[src/rtl/fft_twf_pkg.sv]
// Shared definitions for the FFT twiddle-factor blocks.
//   bitrev     : reverse the low 'w' bits of a value
//   qcos       : one entry of the quarter-wave cosine table,
//                round(2^frac * cos(2*pi*r/n)), round half away from zero,
//                computed in integer fixed point so it folds at elaboration
//   quad_e     : quadrant of the twiddle exponent (top two exponent bits)
//   seq_state_e: auto-sequencer states
package fft_twf_pkg;

  typedef enum logic [1:0] {
    QUAD0 = 2'd0,   // ( a, -b)
    QUAD1 = 2'd1,   // (-b, -a)
    QUAD2 = 2'd2,   // (-a,  b)
    QUAD3 = 2'd3    // ( b,  a)
  } quad_e;

  typedef enum logic {
    SEQ_IDLE = 1'b0,
    SEQ_RUN  = 1'b1
  } seq_state_e;

  localparam int     TRIG_FB = 30;
  // pi in Q30
  localparam longint PI_Q30  = 64'sd3373259426;

  function automatic int unsigned bitrev(input int unsigned v, input int unsigned w);
    int unsigned res;
    res = 0;
    for (int unsigned i = 0; i < w; i++) begin
      res = (res << 1) | ((v >> i) & 32'd1);
    end
    return res;
  endfunction

  // Taylor series of cos(x), x in [0, pi/2], Q30 arithmetic. The end points
  // are returned exactly so truncation error can never flip them.
  function automatic int qcos(input int n, input int frac, input int r);
    longint x;
    longint x2;
    longint term;
    longint sum;
    longint scaled;
    if (r == 0) return (1 << frac);
    if (4 * r == n) return 0;
    x    = (2 * PI_Q30 * longint'(r)) / longint'(n);
    x2   = (x * x) >>> TRIG_FB;
    term = 64'sd1 <<< TRIG_FB;
    sum  = term;
    for (int k = 1; k <= 12; k++) begin
      term = (-((term * x2) >>> TRIG_FB)) / longint'((2 * k - 1) * (2 * k));
      sum  = sum + term;
    end
    scaled = (sum <<< frac) + (64'sd1 <<< (TRIG_FB - 1));
    return int'(scaled >>> TRIG_FB);
  endfunction

endpackage

[src/rtl/twf_qtable.sv]
// Quarter-wave cosine table, N/4+1 entries, with two registered read ports.
//   i_clk    : clock
//   i_addr_a : read address, port A (0..N/4)
//   i_addr_b : read address, port B (0..N/4)
//   o_a, o_b : signed table values, one cycle after the address
module twf_qtable
  import fft_twf_pkg::*;
#(
  parameter  int N       = 64,
  parameter  int FRAC    = 7,
  parameter  int W_WIDTH = 10,
  localparam int QN      = N / 4,
  localparam int QW      = $clog2(QN) + 1
) (
  input  logic                      i_clk,
  input  logic [QW-1:0]             i_addr_a,
  input  logic [QW-1:0]             i_addr_b,
  output logic signed [W_WIDTH-1:0] o_a,
  output logic signed [W_WIDTH-1:0] o_b
);

  logic signed [W_WIDTH-1:0] w_tab [QN+1];
  logic signed [W_WIDTH-1:0] r_a;
  logic signed [W_WIDTH-1:0] r_b;

  for (genvar g = 0; g <= QN; g++) begin : g_tab
    localparam int CV = qcos(N, FRAC, g);
    assign w_tab[g] = W_WIDTH'(CV);
  end

  always_ff @(posedge i_clk) begin
    r_a <= w_tab[i_addr_a];
    r_b <= w_tab[i_addr_b];
  end

  assign o_a = r_a;
  assign o_b = r_b;

endmodule

[src/rtl/twf_gen.sv]
// Twiddle-factor generator for one FFT stage. Entry (row, col) of the
// ROWS x COLS grid returns W_N^e, e = bitrev(row)*col mod N, rebuilt from a
// quarter-wave cosine table. Three-cycle pipeline, one request per cycle.
//   i_clk       : clock
//   i_rst_n     : synchronous active-low reset
//   i_valid     : external lookup request (dropped while sequencer busy)
//   i_addr      : {row, col}
//   i_inverse   : 1 = conjugate output
//   i_seq_start : pulse, starts an auto-sweep of addr 0..N-1
//   o_seq_busy  : sequencer issuing
//   o_valid     : o_w_re/o_w_im valid
//   o_last      : final coefficient of a sweep
//   o_w_re/im   : signed coefficient, 1.0 = 2^FRAC
//
// Sequencer states
//   state    | meaning
//   SEQ_IDLE | external requests pass through; waits for i_seq_start
//   SEQ_RUN  | issues addr = cnt each cycle, last on cnt = N-1
module twf_gen
  import fft_twf_pkg::*;
#(
  parameter  int N       = 64,
  parameter  int ROWS    = 8,
  parameter  int W_WIDTH = 10,
  parameter  int FRAC    = 7,
  localparam int ADDR_W  = $clog2(N),
  localparam int COLS    = N / ROWS,
  localparam int RB      = $clog2(ROWS),
  localparam int CB      = $clog2(COLS)
) (
  input  logic                      i_clk,
  input  logic                      i_rst_n,
  input  logic                      i_valid,
  input  logic [ADDR_W-1:0]         i_addr,
  input  logic                      i_inverse,
  input  logic                      i_seq_start,
  output logic                      o_seq_busy,
  output logic                      o_valid,
  output logic                      o_last,
  output logic signed [W_WIDTH-1:0] o_w_re,
  output logic signed [W_WIDTH-1:0] o_w_im
);

  localparam int QN = N / 4;
  localparam int QW = ADDR_W - 1;
  localparam logic [QW-1:0] QN_ADDR = QW'(QN);

  // ---------------- sequencer ----------------
  seq_state_e        r_state;
  seq_state_e        w_state_nxt;
  logic [ADDR_W-1:0] r_cnt;
  logic [ADDR_W-1:0] w_cnt_nxt;
  logic              r_seq_inv;
  logic              w_seq_inv_nxt;

  logic              w_req_valid;
  logic              w_req_last;
  logic              w_req_inv;
  logic [ADDR_W-1:0] w_req_addr;

  always_ff @(posedge i_clk) begin
    if (!i_rst_n) begin
      r_state   <= SEQ_IDLE;
      r_cnt     <= '0;
      r_seq_inv <= 1'b0;
    end else begin
      r_state   <= w_state_nxt;
      r_cnt     <= w_cnt_nxt;
      r_seq_inv <= w_seq_inv_nxt;
    end
  end

  always_comb begin
    w_state_nxt   = r_state;
    w_cnt_nxt     = r_cnt;
    w_seq_inv_nxt = r_seq_inv;
    w_req_valid   = 1'b0;
    w_req_last    = 1'b0;
    w_req_inv     = i_inverse;
    w_req_addr    = i_addr;
    case (r_state)
      SEQ_IDLE: begin
        // a start in the same cycle as an external request wins
        if (i_seq_start) begin
          w_state_nxt   = SEQ_RUN;
          w_cnt_nxt     = '0;
          w_seq_inv_nxt = i_inverse;
        end else begin
          w_req_valid = i_valid;
        end
      end
      SEQ_RUN: begin
        w_req_valid = 1'b1;
        w_req_addr  = r_cnt;
        w_req_inv   = r_seq_inv;
        w_cnt_nxt   = r_cnt + ADDR_W'(1);
        if (r_cnt == ADDR_W'(N - 1)) begin
          w_req_last  = 1'b1;
          w_state_nxt = SEQ_IDLE;
          w_cnt_nxt   = '0;
        end
      end
      default: w_state_nxt = SEQ_IDLE;
    endcase
  end

  assign o_seq_busy = (r_state == SEQ_RUN);

  // ---------------- S1: exponent ----------------
  logic [RB-1:0]     w_row;
  logic [CB-1:0]     w_col;
  logic [ADDR_W-1:0] w_row_rev;
  logic [ADDR_W-1:0] w_e;

  assign w_row     = w_req_addr[ADDR_W-1:CB];
  assign w_col     = w_req_addr[CB-1:0];
  assign w_row_rev = ADDR_W'(bitrev(32'(w_row), RB));
  // ADDR_W-wide product wraps, giving mod N for free
  assign w_e       = w_row_rev * ADDR_W'(w_col);

  logic              r_s1_valid;
  logic              r_s1_last;
  logic              r_s1_inv;
  logic [ADDR_W-1:0] r_s1_e;

  always_ff @(posedge i_clk) begin
    if (!i_rst_n) begin
      r_s1_valid <= 1'b0;
      r_s1_last  <= 1'b0;
    end else begin
      r_s1_valid <= w_req_valid;
      r_s1_last  <= w_req_last;
    end
  end

  always_ff @(posedge i_clk) begin
    r_s1_inv <= w_req_inv;
    r_s1_e   <= w_e;
  end

  // ---------------- S2: table reads ----------------
  logic [ADDR_W-3:0]         w_r;
  logic [QW-1:0]             w_addr_a;
  logic [QW-1:0]             w_addr_b;
  logic signed [W_WIDTH-1:0] w_a;
  logic signed [W_WIDTH-1:0] w_b;

  assign w_r      = r_s1_e[ADDR_W-3:0];
  assign w_addr_a = {1'b0, w_r};
  assign w_addr_b = QN_ADDR - {1'b0, w_r};

  twf_qtable #(
    .N       (N),
    .FRAC    (FRAC),
    .W_WIDTH (W_WIDTH)
  ) u_qtable (
    .i_clk    (i_clk),
    .i_addr_a (w_addr_a),
    .i_addr_b (w_addr_b),
    .o_a      (w_a),
    .o_b      (w_b)
  );

  logic  r_s2_valid;
  logic  r_s2_last;
  logic  r_s2_inv;
  quad_e r_s2_q;

  always_ff @(posedge i_clk) begin
    if (!i_rst_n) begin
      r_s2_valid <= 1'b0;
      r_s2_last  <= 1'b0;
    end else begin
      r_s2_valid <= r_s1_valid;
      r_s2_last  <= r_s1_last;
    end
  end

  always_ff @(posedge i_clk) begin
    r_s2_inv <= r_s1_inv;
    r_s2_q   <= quad_e'(r_s1_e[ADDR_W-1:ADDR_W-2]);
  end

  // ---------------- S3: quadrant mapping, conjugate ----------------
  logic signed [W_WIDTH-1:0] w_re_map;
  logic signed [W_WIDTH-1:0] w_im_map;
  logic signed [W_WIDTH-1:0] w_im_fin;

  always_comb begin
    w_re_map = w_a;
    w_im_map = -w_b;
    case (r_s2_q)
      QUAD0: begin w_re_map =  w_a; w_im_map = -w_b; end
      QUAD1: begin w_re_map = -w_b; w_im_map = -w_a; end
      QUAD2: begin w_re_map = -w_a; w_im_map =  w_b; end
      QUAD3: begin w_re_map =  w_b; w_im_map =  w_a; end
      default: ;
    endcase
    w_im_fin = r_s2_inv ? -w_im_map : w_im_map;
  end

  logic                      r_out_valid;
  logic                      r_out_last;
  logic signed [W_WIDTH-1:0] r_w_re;
  logic signed [W_WIDTH-1:0] r_w_im;

  always_ff @(posedge i_clk) begin
    if (!i_rst_n) begin
      r_out_valid <= 1'b0;
      r_out_last  <= 1'b0;
      r_w_re      <= '0;
      r_w_im      <= '0;
    end else begin
      r_out_valid <= r_s2_valid;
      r_out_last  <= r_s2_valid & r_s2_last;
      if (r_s2_valid) begin
        r_w_re <= w_re_map;
        r_w_im <= w_im_fin;
      end
    end
  end

  assign o_valid = r_out_valid;
  assign o_last  = r_out_last;
  assign o_w_re  = r_w_re;
  assign o_w_im  = r_w_im;

endmodule

[config.mk]
export PLATFORM = sky130hd
export DESIGN_NAME = twf_gen
export DESIGN_NICKNAME = d
export VERILOG_FILES = /design/src/rtl/fft_twf_pkg.sv /design/src/rtl/twf_qtable.sv /design/src/rtl/twf_gen.sv
export SDC_FILE = /design/constraint.sdc
export NUM_CORES = 1
export LEC_CHECK = 0
export CAP_MARGIN = 5
export CORE_MARGIN = 1
export CORE_UTILIZATION = 55
export CTS_BUF_LIST = sky130_fd_sc_hd__clkbuf_2 sky130_fd_sc_hd__clkbuf_4 sky130_fd_sc_hd__clkbuf_8
export CTS_CLUSTER_DIAMETER = 200
export CTS_CLUSTER_SIZE = 8
export DETAILED_ROUTE_END_ITERATION = 10
export DONT_BUFFER_PORTS = 1
export PLACE_DENSITY = 0.73
export SYNTH_ARGS = -nofsm -noshare
export SYNTH_HDL_FRONTEND = slang
export SYNTH_SLANG_ARGS = --single-unit
[constraint.sdc]
create_clock -name i_clk -period 2.95 [get_ports i_clk]
set_clock_uncertainty 0.2 [all_clocks]
set_input_delay 0.7375 -clock i_clk [delete_from_list [all_inputs] [get_ports i_clk]]
set_output_delay 0.7375 -clock i_clk [all_outputs]
set_load 0.02 [all_outputs]
==> flow_summary.toml <==
[setup_path]
end_kind = "flip-flop"
cp.arrival_ps = 2810
cp.required_ps = 3010
crit_fanout = 6
start_kind = "flip-flop"
crit_type = "flip-flop to flip-flop"

[synth]
synthArstFlopShare_pct = 0
syn_area_um2 = 3810
synth_cell_types = 69
synth_enable_flop_cells = 0
synth_seq_cells = 60
synthFlopType = "dfxtp_1"
netlist_instances = 453
yosys-top-cells-area = "dfxtp_1 (32%), ha_1 (5.6%), nor2_1 (4.3%)"
synth_top_area_share_pct = 31.53
synth_commonest_cells = "dfxtp_1 (60), nor2_1 (44), o21ai_0 (32), nand2_1 (26), a21oi_1 (25)"
seq_area_frac_synth_pct = 31.53
yosysMostFrequentCell = "dfxtp_1"
synthesis.nets = 483
yosysWarnings = 0
avgSynthCellArea_um2 = 8.410
synth_top_area_cell = "dfxtp_1"

[floorplan]
dieArea_um2 = 7264
core_um2 = 6531
die_w_um = 85.23
die_h_um = 85.23
rows = 29
io_pins = 34
start_util_pct = 58.33

[run]
maxCapViolCount = 0

[clocking]
cts_made_buffers = 9
cts.htree.levels = 3
clkLatencyLatePin_ps = 340
cts.reportedPaths.clkPinSlew_ps = 70
root_buffer = "clkbuf_8"
clkSinkCount = 60
clk_path_buf_depth = 2
cts_tree = "done"

[placement]
dp_cells = 510
io_buffers = 0
gp_congestion = 0.9354
dp_hpwl_um = 6140

[route]
drtPass1Iterations = 4
wire_per_inst_um = 16.18
wirelength_um = 8493
wl_met1_um = 3691
drtAntennaViolNets = 0
top_layer = "met4"
drc = 0
dr_total_vias = 3246
route.met3.wl_um = 462
wl_met2_um = 4113
via_per_inst = 6.183
drt_iter0_markers = 227

[sta]
rsz0062_at_grt = "false"
relSlewSlack_pct = 53.10
period_needed_ps = 2750
final_hold_viol_count = 0
tightestPinTransition_ps = 702.7
period_share_pct = 93.23
setup_viol = 0
fmax_mhz = 363.6
report.final.slew_viol_count = 0
fin_setup_tns_ps = 0

[cells_and_area]
area_growth_syn_to_layout_pct = 6.601
n_antenna_cell = 0
layout-drive-gt1-share_pct = 11.61
finalNonFillerCells = 525
final_nets = 474

[power_and_ir_drop]
cellPowerDensity_nw_per_um2 = 728.1
leakagePower_nw = 1.521
ir_drop_mv = 0.3460

[grt]
grt_pass1_vias = 2976
antenna_found_initial = 0
overflow = 0
grt_pass1_wl_um = 14310
grt_max_degree = 41
track_usage_pct = 25.12

[outcome]
outcome = "finished, final reports clean"

[hold_path]
worstHoldPathType = "flip-flop to flip-flop"
-- cells by family (layout without fill, tap and decap cells) --
logic type / after synthesis / count (layout) / synth area share, %
flip-flops: 60 / 60 / 31.53
XOR/XNOR: 12 / 12 / 2.759
multiplexers: 20 / 20 / 6.962
AO/OA/AOI/OAI: 129 / 129 / 23.71
adder cells (fa/ha/maj): 20 / 20 / 6.896
buffers and inverters: 57 / 52 / 6.141
AND/OR/NAND/NOR: 155 / 155 / 22.00
-- cells in the final DEF (no fill, tap or decap), types with 3 or more instances in the layout --
cell       count
xnor2_1        8
o31ai_1        4
clkbuf_8      10
mux4_2         5
mux2i_1       13
xor2_1         4
nand3b_1       5
and2_1         5
ha_1          17
a21oi_1       25
buf_4         10
and3_1         4
a2111oi_0      3
nor3b_1        6
nor2b_1        7
nand3_1        7
nand2_1       26
nor3_1        18
a211oi_1      14
a21o_1         3
inv_1         24
dfxtp_1       59
a32o_1         7
nand2b_1      11
nor2_1        44
a311oi_1       3
or2_2          4
o211ai_1      12
o21ai_0       32
-- power breakdown --
group	total (W)	internal (W)	switching (W)
clock network	0.000726	0.000416	0.000310
logic	0.00111	0.000484	0.000625
registers	0.00112	0.000923	0.000199
total	0.00296	0.00182	0.00113
-- metal layers --
metal	vias to the layer above	global-route usage, %
li1	1631	-
met1	1491	32.09
met2	107	40.91
met3	17	6.809
met4	0	8.937
met5	-	0
-- critical path, cell delays in order, from the launching register on --
cell	delay, ps
dfxtp_1	390
inv_1	60
ha_1	300
mux4_2	490
inv_1	100
ha_1	170
o211ai_1	170
nand2b_1	220
or4b_1	470
o211ai_1	90
-- through the flow --
stage	instance area, µm²	total power, W	hold WS [ps]	util, %	setup WS (ps)
finish	4061	0.002957	121.2	62.18	199.6
global route	4061	0.003162	125.0	62.18	45.12
CTS	4060	0.002956	121.8	62.16	167.1
detailed placement	3865	0.002218	112.1	59.18	176.1
global placement	3865	0.002191	110.0	59.18	259.7
floorplan	3810	0.001969	109.6	-	281.7
-- flip-flops by register name, summed over array words and instances (netlist names) --
name,cells
o_last,1
r_s2_valid,1
r_s1_e,6
o_seq_busy,1
r_s1_last,1
r_s2_inv,1
r_s2_q,2
u_qtable.o_b,8
r_s1_inv,1
r_s2_last,1
u_qtable.o_a,8
r_s1_valid,1
o_valid,1
r_seq_inv,1
o_w_im,10
o_w_re,10
r_cnt,6
-- worst paths after layout --
| check | start | slack, ps | endpoint | depth (start not counted) |
|---|---|---|---|---|
| min | r_s1_e[4]$_DFF_P_ | 120 | r_s2_q[0]$_DFF_P_ | 0 |
| min reg2reg | r_s1_e[4]$_DFF_P_ | 120 | r_s2_q[0]$_DFF_P_ | 0 |
| max reg2reg | u_qtable.o_a[0]$_DFF_P_ | 200 | o_w_im[8]$_SDFFE_PN0P_ | 9 |
| max | u_qtable.o_a[0]$_DFF_P_ | 200 | o_w_im[8]$_SDFFE_PN0P_ | 9 |
-- layout make-up --
class / instances / area [µm²]
tap: 77 / 96.34
clock inverter: 4 / 50.05
timing repair buffer: 11 / 95.09
fill: 555 / 2470
sequential: 60 / 1202
clock buffer: 11 / 145.1
multi-input combinational: 336 / 2375
inverter: 26 / 97.59
-- what timing repair did --
action / 4_1_cts / 5_1_grt
buffers inserted: 0 / 0
setup endpoints to repair: 0 / 1
hold buffers: 0 / 0
resized for setup: 0 / 1
Note: power is estimated with default switching activity, not from simulation.
